==> src/rtl/hazard_forward_unit.sv <==
// Hazard and bypass unit: DEPTH-entry in-flight destination table feeding operand
// bypass, load-use stall detection and the register-file write-back port.
module hazard_forward_unit #(
  parameter int XLEN    = 32,
  parameter int RA_W    = 5,
  parameter int DEPTH   = 3,
  parameter int NUM_SRC = 2,
  parameter int CNT_W   = 16
) (
  input  logic                    clk,
  input  logic                    rst_n,
  input  logic                    issue_valid_i,
  input  logic [RA_W-1:0]         issue_rd_i,
  input  logic                    issue_wen_i,
  input  logic                    issue_is_load_i,
  input  logic [NUM_SRC*RA_W-1:0] src_sel_i,
  input  logic [NUM_SRC*XLEN-1:0] src_rf_value_i,
  input  logic [XLEN-1:0]         ex_result_i,
  input  logic [XLEN-1:0]         mem_result_i,
  input  logic                    flush_i,
  output logic                    stall_o,
  output logic [NUM_SRC*XLEN-1:0] src_value_o,
  output logic [NUM_SRC-1:0]      fwd_hit_o,
  output logic                    wb_valid_o,
  output logic [RA_W-1:0]         wb_rd_o,
  output logic [XLEN-1:0]         wb_value_o,
  output logic [CNT_W-1:0]        stall_count_o
);

  // Issue handshake: decode holds its instruction while stall_o is high; the
  // instruction enters entry 0 only on an edge where issue_valid_i & ~stall_o & ~flush_i.

  logic [DEPTH-1:0] valid_q, valid_d;
  logic [DEPTH-1:0] wen_q, wen_d;
  logic [DEPTH-1:0] load_q, load_d;
  logic [DEPTH-1:0] rdy_q, rdy_d;
  logic [RA_W-1:0]  rd_q  [DEPTH];
  logic [RA_W-1:0]  rd_d  [DEPTH];
  logic [XLEN-1:0]  val_q [DEPTH];
  logic [XLEN-1:0]  val_d [DEPTH];
  logic [CNT_W-1:0] stall_count_q, stall_count_d;

  logic [DEPTH-1:0]   match [NUM_SRC];
  logic [NUM_SRC-1:0] ld_use;
  logic               accept;

  always_comb begin
    src_value_o = src_rf_value_i;
    fwd_hit_o   = '0;
    ld_use      = '0;
    for (int s = 0; s < NUM_SRC; s++) begin
      match[s] = '0;
      for (int k = 0; k < DEPTH; k++) begin
        match[s][k] = valid_q[k] & wen_q[k] &
                      (rd_q[k] == src_sel_i[s*RA_W +: RA_W]) &
                      (src_sel_i[s*RA_W +: RA_W] != '0);
      end
      ld_use[s] = match[s][0] & load_q[0];
      // Walk oldest to youngest so the youngest match overrides.
      for (int k = DEPTH - 1; k >= 0; k--) begin
        if (match[s][k]) begin
          fwd_hit_o[s] = 1'b1;
          if (k == 0 && !load_q[0]) begin
            src_value_o[s*XLEN +: XLEN] = ex_result_i;
          end else if (k == 1 && !rdy_q[1]) begin
            src_value_o[s*XLEN +: XLEN] = mem_result_i;
          end else begin
            src_value_o[s*XLEN +: XLEN] = val_q[k];
          end
        end
      end
    end
  end

  assign stall_o = issue_valid_i & (|ld_use);
  assign accept  = issue_valid_i & ~stall_o & ~flush_i;

  always_comb begin
    valid_d[0] = accept;
    rd_d[0]    = issue_rd_i;
    wen_d[0]   = issue_wen_i;
    load_d[0]  = issue_is_load_i;
    rdy_d[0]   = 1'b0;
    val_d[0]   = '0;

    // Flush kills the instruction currently in execute as it moves on.
    valid_d[1] = valid_q[0] & ~flush_i;
    rd_d[1]    = rd_q[0];
    wen_d[1]   = wen_q[0];
    load_d[1]  = load_q[0];
    rdy_d[1]   = valid_q[0] & ~load_q[0];
    val_d[1]   = (valid_q[0] && !load_q[0]) ? ex_result_i : '0;

    for (int k = 2; k < DEPTH; k++) begin
      valid_d[k] = valid_q[k-1];
      rd_d[k]    = rd_q[k-1];
      wen_d[k]   = wen_q[k-1];
      load_d[k]  = load_q[k-1];
      rdy_d[k]   = rdy_q[k-1];
      val_d[k]   = val_q[k-1];
      if (k == 2 && valid_q[1] && load_q[1] && !rdy_q[1]) begin
        rdy_d[k] = 1'b1;
        val_d[k] = mem_result_i;
      end
    end
  end

  always_comb begin
    stall_count_d = stall_count_q;
    if (stall_o && !flush_i && !(&stall_count_q)) begin
      stall_count_d = stall_count_q + {{(CNT_W-1){1'b0}}, 1'b1};
    end
  end

  always_ff @(posedge clk or negedge rst_n) begin
    if (!rst_n) begin
      valid_q       <= '0;
      wen_q         <= '0;
      load_q        <= '0;
      rdy_q         <= '0;
      stall_count_q <= '0;
      for (int k = 0; k < DEPTH; k++) begin
        rd_q[k]  <= '0;
        val_q[k] <= '0;
      end
    end else begin
      valid_q       <= valid_d;
      wen_q         <= wen_d;
      load_q        <= load_d;
      rdy_q         <= rdy_d;
      stall_count_q <= stall_count_d;
      for (int k = 0; k < DEPTH; k++) begin
        rd_q[k]  <= rd_d[k];
        val_q[k] <= val_d[k];
      end
    end
  end

  // With DEPTH=2 a load retires straight from the memory stage, so take mem_result.
  assign wb_valid_o    = valid_q[DEPTH-1] & wen_q[DEPTH-1] & (rd_q[DEPTH-1] != '0);
  assign wb_rd_o       = rd_q[DEPTH-1];
  assign wb_value_o    = (load_q[DEPTH-1] && !rdy_q[DEPTH-1]) ? mem_result_i : val_q[DEPTH-1];
  assign stall_count_o = stall_count_q;

endmodule

==> config.mk <==
export PLATFORM = sky130hd
export DESIGN_NAME = hazard_forward_unit
export DESIGN_NICKNAME = d
export VERILOG_FILES = /design/src/rtl/hazard_forward_unit.sv
export SDC_FILE = /design/constraint.sdc
export NUM_CORES = 1
export LEC_CHECK = 0
export ABC_AREA = 1
export BUFFER_PORTS_ARGS = -buffer_cell sky130_fd_sc_hd__clkbuf_2
export CORE_ASPECT_RATIO = 2
export CORE_MARGIN = 5
export CORE_UTILIZATION = 33
export DETAILED_ROUTE_END_ITERATION = 10
export SKIP_LAST_GASP = 1
export SLEW_MARGIN = 20
export SYNTH_ARGS = -nofsm -noshare
export SYNTH_HDL_FRONTEND = slang
export SYNTH_SLANG_ARGS = --single-unit
==> constraint.sdc <==
create_clock -name clk -period 1.4 [get_ports clk]
set_input_delay 0 -clock clk [delete_from_list [all_inputs] [get_ports clk]]
set_output_delay 0 -clock clk [all_outputs]
set_load 0.005 [all_outputs]
==> out/results.txt, run 1 <==
status - finished, violations left
failing checks - setup timing
Initial Utilization - 33.6%
CP Data Arrival Time - 2.03 ns
Max clock buf depth - 2
GP Congestion - 0.955
R2R Path Start - rd_d[9]
Detailed Route Iter0 Violations - 701
Setup crit start - rd_d[0]
clk slew on worst S/H paths - 0.07 ns
FF-to-FF End - stall_count_o[0]
initial antenna violation count - 3
register area share after synthesis - 35.6%
# nets final - 1747
reg2reg setup slack - -0.21 ns
Placeable Area - 22200 um^2
Hold Crit Depth - 3
HPWL Detailed - 23900 um
Tmin final - 2.03 ns
CP Max Fanout - 8
R2R cell count - 8
Max Cap Viol - 0
post-synthesis register bit count - 106
Cells after Synth - 1189
DRC errors left - 0
area of the multi-input gates - 4490 um^2
post-synth top area share - 35.6%
final setup skew - 0.0110 ns
number of global-route vias before repair - 9837
register area - 2660 um^2
power density over cell area - 686 nW/um^2
root buffer cell - clkbuf_16
area grow syn2layout - 59.1%
crit path launch type - flop
Final Hold Vio Count - 0
Synthesis Warnings - 0
top cells by area, synth - dfrtp_1 (36%), nand2_1 (22%), nand3_1 (12%)
drt total wl - 34400 um
crit share post-route - 145%
TritonCTS clock tree - yes
total power - 0.00813 W
critical-path cell list - nand2_1, o21ai_1, inv_1, nand4_1, nor2_4, inv_4, clkbuf_16, nand3_1, nand2_1, nand2_1, clkbuf_2
crit path capture - src_value_o[32]
Worst slew margin - 69.1%
Slew Limit Fails - 0
post-layout util - 53.5%
Netlist cell types - 31
Ports - 270
I/O Buffers - 269
global-route congestion overflow total - 0
setup violators final - 112
Worst EP required - 1.40 ns
Mapped Nets - 1339
GRT Overall Usage - 25.4%
CP max-delay cell - dfrtp_1
slew at the pin closest to its max-slew limit - 0.459 ns
crit-path max cell delay - 0.42 ns
# rows - 77
peak supply drop - 0.657 mV
layout cells sized above 1 - 32.9%
Yosys top cell by area - dfrtp_1
f_max - 0.494 GHz
DR WL/cell - 18.3 um
number of vias per cell - 5.16
first-pass GRT wire length - 50900 um
WS Path Type - flop to primary output
TritonCTS Sinks - 106
Leak - 6.44 nW
Worst setup EP type - primary output
CTS H-tree lvls - 3
worst skew pair latency - 0.35 ns
Die Ht - 222 um
Syn Area/Cell - 6.27 um^2
Die Width - 116 um
PnR worst setup slack - -0.626 ns
Filler cells - 2241
HP Class - input port to flop
Final ANT Viol Nets - 0
total die area - 25900 um^2
total iterations of the first detailed-routing run - 9
unrepaired setup endpoints after global routing - true
TritonCTS Buffers - 9
DR vias - 9692
Netlist Area Pre-Place - 7450 um^2
largest net degree at the start of global routing - 49
Most Frequent Cell on Critical Path - nand2_1
-- sequential cells by signal, summed over array words and instances, names as in the netlist --
signal / flops
val_q: 64
stall_count_o: 16
rd_d: 10
wb_rd_o: 5
load_q: 3
valid_q: 3
wen_q: 3
rdy_q: 2
-- cells in the mapped netlist --
cell type,count
nand3_1,178
nand2_2,2
a21oi_1,37
a31o_2,1
nor3_1,5
nand4_1,6
inv_1,91
ha_1,1
dfrtp_1,106
buf_6,3
clkinv_1,1
o21ai_0,97
xnor2_1,18
inv_2,14
o22ai_1,1
clkbuf_1,24
xor2_1,8
nand3b_1,2
o211ai_1,1
buf_2,40
buf_4,1
and2_1,1
nor2_1,90
nand3_2,2
nor3_4,3
o21ai_1,2
buf_1,2
nand2_1,444
nor3b_2,1
nor4_1,1
nor2_2,6
-- critical path: cells and delay by family (launching register included) --
family          cells  cell delay, ns
compound gates      1            0.06
buf+inv             4            0.48
flops               1            0.42
simple gates        6            0.70
-- per-stage QoR --
stage | setup slack (ns) | instance area [um^2] | TNS [ns] | hold WS [ns] | std cells
detailed placement | -0.408 | 9830 | -24.78 | -0.0374 | 1763
floorplan | -0.0280 | 7480 | -0.0280 | -0.296 | 1189
global placement | -0.402 | 9830 | -24.64 | -0.0402 | 1763
CTS | -0.641 | 11400 | -44.87 | 0.00433 | 1865
finish | -0.626 | 11900 | -41.33 | 0.0194 | 1880
global route | -0.717 | 11900 | -53.31 | 0.0132 | 1879
-- report_power, final --
group	internal [W]	switching [W]	total, W
Clock	0.00166	0.00119	0.00284
Sequential	0.00316	0.0000985	0.00326
Combinational	0.000935	0.00109	0.00202
Total	0.00575	0.00237	0.00813
-- cell type report --
cell class                 count  area share, %
multi-input combinational    908           37.9
clock buffer                  11           2.13
timing repair buffer         466           30.4
sequential                   106           22.4
inverter                     106           3.54
antenna                        3         0.0633
tap                          276           2.91
clock inverter                 4          0.633
-- cell usage in the layout, fill, tap and decap left out, types with 3 or more instances in the layout --
cell             n
a21oi_1         34
a21oi_2          3
buf_12          26
buf_16           5
buf_2           22
buf_4           69
buf_6           20
clkbuf_16       14
clkbuf_2       246
dfrtp_1        102
dfrtp_2          4
diode_2          3
dlygate4sd3_1   71
inv_1           89
inv_2           12
inv_4            3
nand2_1        407
nand2_2         27
nand2_4          9
nand2_8          4
nand3_1        169
nand3_2         10
nand4_1          6
nor2_1          84
nor2_2           8
nor2_4           4
nor3_1           3
nor3_4           4
o21ai_0         66
o21ai_1         14
o21ai_2         15
o21ai_4          4
xnor2_1         17
xor2_1           8
-- cells by family (layout without fill, tap and decap cells) --
| group | count (synthesis) | in the layout | synth area share [%] |
|---|---|---|---|
| flip-flops | 106 | 106 | 35.6 |
| AND/OR/NAND/NOR | 741 | 742 | 41.8 |
| buffers and inverters | 176 | 587 | 9.89 |
| other | 0 | 3 | 0 |
| AO/OA/AOI/OAI | 139 | 139 | 9.44 |
| adder cells (fa/ha/maj) | 1 | 1 | 0.168 |
| XOR/XNOR | 26 | 26 | 3.06 |
-- per-layer routing --
layer  track usage [%]  part of all wire (%)
met2              45.5                    54
met1              27.5                    34
met3              3.43                   6.5
met4              15.0                   5.6
met5                 0                     0
-- how the worst min path moves through the flow --
stage                           from          endpoint  slack (ns)
CTS                 mem_result_i[15]         val_q[15]       0.004
finish              mem_result_i[14]         val_q[14]        0.02
global route        mem_result_i[14]         val_q[14]        0.01
global placement               rst_n  stall_count_o[4]       -0.04
detailed placement             rst_n           rd_d[9]       -0.04
floorplan                      rst_n         load_q[0]       -0.30
-- what timing repair did --
action                     4_1_cts  5_1_grt
hold endpoints to repair       176        0
buffers inserted                12        6
gates resized for setup         84      116
setup endpoints to repair       94      117
pin swaps                       13        7
hold buffers                    71        0
gates cloned                     7        7
Power figures use the tool's default switching activity.
==> inputs of run 2 (changes only) <==
--- a/config.mk
+++ b/config.mk
@@ -5,7 +5,6 @@
 export SDC_FILE = /design/constraint.sdc
 export NUM_CORES = 1
 export LEC_CHECK = 0
-export ABC_AREA = 1
 export BUFFER_PORTS_ARGS = -buffer_cell sky130_fd_sc_hd__clkbuf_2
 export CORE_ASPECT_RATIO = 2
 export CORE_MARGIN = 5
==> out/results.txt, run 2 <==
status - finished, violations left
failing checks - setup timing
worst hold start - issue_valid_i
reg2reg setup slack - -0.91 ns (-0.70 ns)
Slew Limit Fails - 0 (unchanged)
PnR worst setup slack - -1.08 ns (-0.450 ns)
CP Data Arrival Time - 2.48 ns (+0.45 ns)
area of the multi-input gates - 4640 um^2 (+3.3%)
Most Frequent Cell on Critical Path - buf_6
f_max - 0.404 GHz (-18%)
root buffer cell - clkbuf_16
unrepaired setup endpoints after global routing - true
Syn Area/Cell - 10.2 um^2 (+64%)
FF-to-FF End - stall_count_o[9]
crit path buf inv count - 4 (unchanged)
number of global-route vias before repair - 8392 (-15%)
max FFs per register - 64 (unchanged)
slew at the pin closest to its max-slew limit - 0.631 ns (+0.173 ns)
placed cell count - 1274 (-28%)
Hold Crit Depth - 4 (+1)
post-synthesis register bit count - 106 (unchanged)
critical-path cell list - buf_6, xor2_2, nor4_4, nand3b_1, buf_6, buf_12, a221o_1, a22o_1, clkbuf_2
crit path launch type - flop
R2R Path Start - rd_d[9]
Detailed Route Iter0 Violations - 524 (-25%)
total iterations of the first detailed-routing run - 5 (-4)
GR Util met2 - 47.7% (+2.2 points)
Filler cells - 1954 (-13%)
Final Hold Vio Count - 0 (unchanged)
Final ANT Viol Nets - 0 (unchanged)
I/O Buffers - 269 (unchanged)
Post-synth EDFFs - 0 (unchanged)
first-pass GRT wire length - 46600 um (-8.6%)
DRC errors left - 0 (unchanged)
met1 GRT Util - 24.8% (-2.7 points)
register area share after synthesis - 37.3% (+1.6 points)
initial antenna violation count - 0 (-3)
CTS H-tree lvls - 3 (unchanged)
total power - 0.00766 W (-5.8%)
Worst setup EP type - primary output
Yosys top cell by area - dfrtp_1
Mapped Nets - 845 (-37%)
CP max-delay cell - dfrtp_1
TritonCTS Sinks - 106 (unchanged)
clk slew on worst S/H paths - 0.08 ns (about the same)
Leak - 5.79 nW (-10%)
global-route congestion overflow total - 0 (unchanged)
ys async rst share - 100% (unchanged)
crit-path leading delay family - buffers and inverters
n_diodes - 0 (-3)
final setup skew - 0.0121 ns (+0.00116 ns)
CP Max Fanout - 5 (-3)
HP Class - input port to flop
most common cell after layout, fill and taps aside - clkbuf_2
Worst EP required - 1.40 ns (about the same)
crit share post-route - 177% (+32 points)
Die Ht - 218 um (-2.1%)
Synthesis Warnings - 0 (unchanged)
Die Width - 114 um (-2.0%)
Reg with most FFs - val_q
# nets final - 1282 (-27%)
crit-path max cell delay - 0.42 ns (about the same)
met3 usage - 3.55% (+0.12 points)
synth cell count leaders - dfrtp_1 (106), and2_1 (97), a21oi_1 (70)
post-synth top area share - 37.3% (+1.6 points)
Netlist Area Pre-Place - 7120 um^2 (-4.4%)
WS Path Type - flop to primary output
Cells after Synth - 695 (-42%)
HPWL Detailed - 21100 um (-12%)
GP Congestion - 0.878 (-8.1%)
number of vias per cell - 5.52 (+7.1%)
total die area - 24800 um^2 (-4.1%)
busiest grt layer - met2
R2R cell count - 9 (+1)
DR WL/cell - 23.0 um (+26%)
worst skew pair latency - 0.35 ns (about the same)
TritonCTS clock tree - yes
most common cell in the synthesized netlist - dfrtp_1
fin cells - 1410 (-25%)
TritonCTS Buffers - 9 (unchanged)
DR vias - 7787 (-20%)
Initial Utilization - 33.3% (-0.34 points)
top cells by area, synth - dfrtp_1 (37%), mux2_2 (10%), a221o_1 (9.0%)
area grow syn2layout - 66.3%
Max clock buf depth - 2 (unchanged)
drt total wl - 32500 um (-5.4%)
GRT Overall Usage - 24.4% (-0.98 points)
register area - 2660 um^2 (about the same)
setup violators final - 149 (+33%)
Worst slew margin - 57.9% (-11 points)
peak supply drop - 0.504 mV (-23%)
Max Cap Viol - 0 (unchanged)
Ports - 270 (unchanged)
Synth Flop Type - dfrtp_1
layout cells sized above 1 - 48.0% (+15 points)
# rows - 76 (-1.3%)
Placeable Area - 21400 um^2 (-3.4%)
largest net degree at the start of global routing - 107 (+120%)
setup_tns - -95.92 ns (-54.59 ns)
Hold EP - valid_q[0]
most frequent cells in the layout - clkbuf_2 (255), dfrtp_1 (104), and2_1 (97)
power density over cell area - 647 nW/um^2 (-5.7%)
Netlist cell types - 37 (+19%)
Tmin final - 2.48 ns (+0.450 ns)
==> run 2: cell count changes in the layout (fill, tap and decap cells not counted), sizes merged, moves of 64 or more <==
| cell | delta |
|---|---|
| nand2 | -437 |
| a22o | +64 |
| and2 | +96 |
| inv | -102 |
| nand3 | -173 |
| a221o | +64 |
| nor2 | -87 |
| mux2 | +65 |
| o21ai | -95 |
==> run 2: cell families after synthesis <==
family                     Yosys count  share of synthesized area, %
AOI/OAI and AO/OA                  218                          24.2
muxes                               98                          14.9
adders and majority gates            1                         0.176
and+or+nand+nor                    160                          13.7
xor gates and xnor gates            44                          5.41
buffers and inverters               68                          4.30
DFF                                106                          37.3
==> run 2: power by group <==
group	switching (W)	total (W)	internal, W
Sequential	0.0000861	0.00325	0.00316
Combinational	0.000865	0.00195	0.00109
Clock	0.00119	0.00246	0.00127
==> run 2: worst max path at each step <==
stage / depth (start not counted) / start / slack, ns / to
detailed placement: 7 / wb_rd_o[0] / -1.07 / src_value_o[15]
finish: 9 / wb_rd_o[1] / -1.08 / src_value_o[41]
CTS: 8 / wb_rd_o[0] / -1.12 / src_value_o[15]
global placement: 7 / wb_rd_o[0] / -1.06 / src_value_o[15]
global route: 9 / wb_rd_o[1] / -1.19 / src_value_o[41]
floorplan: 7 / stall_count_o[8] / -0.50 / stall_count_o[1]
==> run 2: layer usage <==
| metal | up-vias | wire length, um |
|---|---|---|
| met5 | - | 0 |
| met4 | 0 | 1420 |
| met3 | 96 | 1450 |
| met2 | 316 | 18400 |
| met1 | 3875 | 11200 |
| li1 | 3500 | - |
==> run 2: what timing repair did <==
item                                   4_1_cts  5_1_grt
hold buffers                                73        0
cloned                                      10        8
setup buffers                               22       20
gates resized for setup                     69       88
pin swaps                                   33       61
setup endpoints to repair                  136      149
endpoints found under the hold margin      178        0
==> run 2: metrics by stage <==
stage / hold slack [ns] / area, um^2 / utilization [%] / worst slack (ns)
floorplan: -0.296 / 7280 / - / -0.496
global placement: 0.110 / 9680 / 45.3 / -1.06
detailed placement: 0.111 / 9680 / 45.3 / -1.07
CTS: 0.0398 / 11400 / 53.3 / -1.12
global route: 0.0829 / 11800 / 55.4 / -1.19
finish: 0.0749 / 11800 / 55.4 / -1.08
==> run 2: cell type report <==
class	instances	share of cell area (%)
multi-input combinational	521	39.1
clock buffer	13	2.11
timing repair buffer	492	33.2
clock inverter	3	0.211
tap	273	2.88
sequential	106	22.4
inverter	2	0.0634
==> run 2: worst reg2reg max path, cell delays in order, from the launching register on <==
cell       delay, ns
dfrtp_1         0.42
xnor2_1         0.19
nand4_1         0.17
or4_4           0.49
buf_6           0.14
buf_8           0.12
buf_6           0.12
buf_12          0.12
a2111oi_4       0.30
xor2_1          0.17
==> inputs of run 3 (changes only) <==
--- a/config.mk
+++ b/config.mk
@@ -6,10 +6,10 @@
 export NUM_CORES = 1
 export LEC_CHECK = 0
 export BUFFER_PORTS_ARGS = -buffer_cell sky130_fd_sc_hd__clkbuf_2
-export CORE_ASPECT_RATIO = 2
 export CORE_MARGIN = 5
 export CORE_UTILIZATION = 33
 export DETAILED_ROUTE_END_ITERATION = 10
+export SKIP_CTS_REPAIR_TIMING = 1
 export SKIP_LAST_GASP = 1
 export SLEW_MARGIN = 20
 export SYNTH_ARGS = -nofsm -noshare
==> out/results.txt, run 3 (synthesized netlist as in run 2, its figures left out) <==
Leak - 5.58 nW (-3.5%)
# nets final - 1260 (-1.7%)
CTS H-tree lvls - 3 (unchanged)
failing checks - setup timing
f_max - 0.414 GHz (+2.4%)
total die area - 24600 um^2 (-0.72%)
I/O Buffers - 269 (unchanged)
crit path launch type - flop
number of vias per cell - 5.42 (-1.9%)
Placeable Area - 21200 um^2 (-1.1%)
CP max-delay cell - dfrtp_1
register area - 2650 um^2 (about the same)
# rows - 53 (-30%)
Worst EP required - 1.40 ns (about the same)
PnR worst setup slack - -1.02 ns (+0.0584 ns)
CP Data Arrival Time - 2.42 ns (-0.06 ns)
Slew Limit Fails - 0 (unchanged)
Ports - 270 (unchanged)
global-route congestion overflow total - 0 (unchanged)
area of the multi-input gates - 4550 um^2 (-1.9%)
Tmin final - 2.42 ns (-0.0584 ns)
Die Ht - 157 um (-28%)
n_diodes - 0 (unchanged)
area grow syn2layout - 60.7%
Final ANT Viol Nets - 0 (unchanged)
setup violators final - 116 (-22%)
setup_tns - -82.16 ns (+13.76 ns)
drt total wl - 29300 um (-9.9%)
CP Max Fanout - 28 (+23)
first-pass GRT wire length - 40900 um (-12%)
GP Congestion - 0.835 (-4.9%)
peak supply drop - 0.543 mV (+7.6%)
Detailed Route Iter0 Violations - 486 (-7.3%)
critical-path cell list - xor2_1, nor4_1, buf_4, nand3b_1, buf_12, a221o_1, a22o_1, clkbuf_2
HP Class - input port to flop
hold slack - 0.0746 ns (-0.000307 ns)
Worst setup EP type - primary output
TritonCTS Buffers - 9 (unchanged)
layout cells sized above 1 - 46.5% (-1.5 points)
power density over cell area - 667 nW/um^2 (+3.1%)
TritonCTS clock tree - yes
GRT Overall Usage - 21.3% (-3.1 points)
crit-path max cell delay - 0.41 ns (about the same)
final setup skew - 0.00739 ns (-0.00474 ns)
most frequent cells in the layout - clkbuf_2 (260), dfrtp_1 (105), and2_1 (97)
slew at the pin closest to its max-slew limit - 0.732 ns (+0.101 ns)
largest net degree at the start of global routing - 42 (-61%)
Final Hold Vio Count - 0 (unchanged)
WS Path Type - flop to primary output
max FFs per register - 64 (unchanged)
unrepaired setup endpoints after global routing - true
crit share post-route - 173% (-4.2 points)
DRC errors left - 0 (unchanged)
status - finished, violations left
TritonCTS Sinks - 106 (unchanged)
number of global-route vias before repair - 7221 (-14%)
Max Cap Viol - 0 (unchanged)
Die Width - 157 um (+38%)
most common cell after layout, fill and taps aside - clkbuf_2
worst skew pair latency - 0.35 ns (about the same)
total iterations of the first detailed-routing run - 5 (unchanged)
Reg with most FFs - val_q
clk slew on worst S/H paths - 0.08 ns (about the same)
Initial Utilization - 33.7% (+0.38 points)
root buffer cell - clkbuf_16
DR WL/cell - 21.1 um (-8.6%)
DR vias - 7528 (-3.3%)
HPWL Detailed - 19900 um (-5.7%)
Filler cells - 1876 (-4.0%)
Max clock buf depth - 2 (unchanged)
Worst slew margin - 49.9% (-8.0 points)
initial antenna violation count - 0 (unchanged)
run 3: changes by cell type in the layout (fill, tap and decap cells not counted), moves of 3 or more:
cell / change
xor2_2: -3
xor2_1: +3
mux2_4: -3
clkbuf_1: -3
nor4_4: -3
clkbuf_2: +5
buf_8: -6
buf_2: -8
mux2_2: +3
buf_4: +6
buf_6: -15
run 3: worst paths after layout:
check	cells after the start	endpoint	slack (ns)	start
min reg2reg	0	wen_q[1]	0.38	wen_q[0]
min in group asynchronous	2	val_q[6]	0.13	rst_n
max reg2reg	8	stall_count_o[13]	-0.71	rd_d[8]
min	4	valid_q[0]	0.07	issue_valid_i
max in group asynchronous	3	val_q[0]	0.68	rst_n
max	8	src_value_o[25]	-1.02	wb_rd_o[2]
run 3: area by class of cell:
type,instances,area share (%)
multi-input combinational,521,39.8
timing repair buffer,470,31.5
sequential,106,23.2
tap,275,3.01
clock buffer,9,1.97
clock inverter,7,0.536
inverter,2,0.0656
run 3: per-layer routing:
metal / vias to the layer above / wire length (um) / global-route usage, %
met2: 316 / 14000 / 35.8
met1: 3704 / 12700 / 28.6
met4: 0 / 542 / 5.66
li1: 3472 / - / -
met3: 36 / 1970 / 3.24
met5: - / 0 / 0
run 3: through the flow:
step | util [%] | total power (W) | std cells | instance area (um^2) | setup WS [ns]
2_1_floorplan | - | 0.00396 | 695 | 7280 | -0.496
3_3_place_gp | 46.1 | 0.00485 | 1280 | 9750 | -0.703
3_5_place_dp | 46.1 | 0.00485 | 1280 | 9750 | -0.750
4_1_cts | 47.4 | 0.00740 | 1296 | 10000 | -1.11
5_1_grt | 54.1 | 0.00799 | 1390 | 11400 | -1.14
6_report | 54.1 | 0.00763 | 1390 | 11400 | -1.02
run 3: power by group:
part	switching [W]	internal [W]	total, W
Combinational	0.000808	0.00107	0.00188
Sequential	0.0000785	0.00316	0.00324
Clock	0.00126	0.00125	0.00251
run 3: critical path, delay by kind of cell (launching register included):
family,cells,cell delay (ns)
buf+inv,3,0.51
xor+xnor,1,0.15
simple gates,2,0.45
compound gates,2,0.55
flops,1,0.41
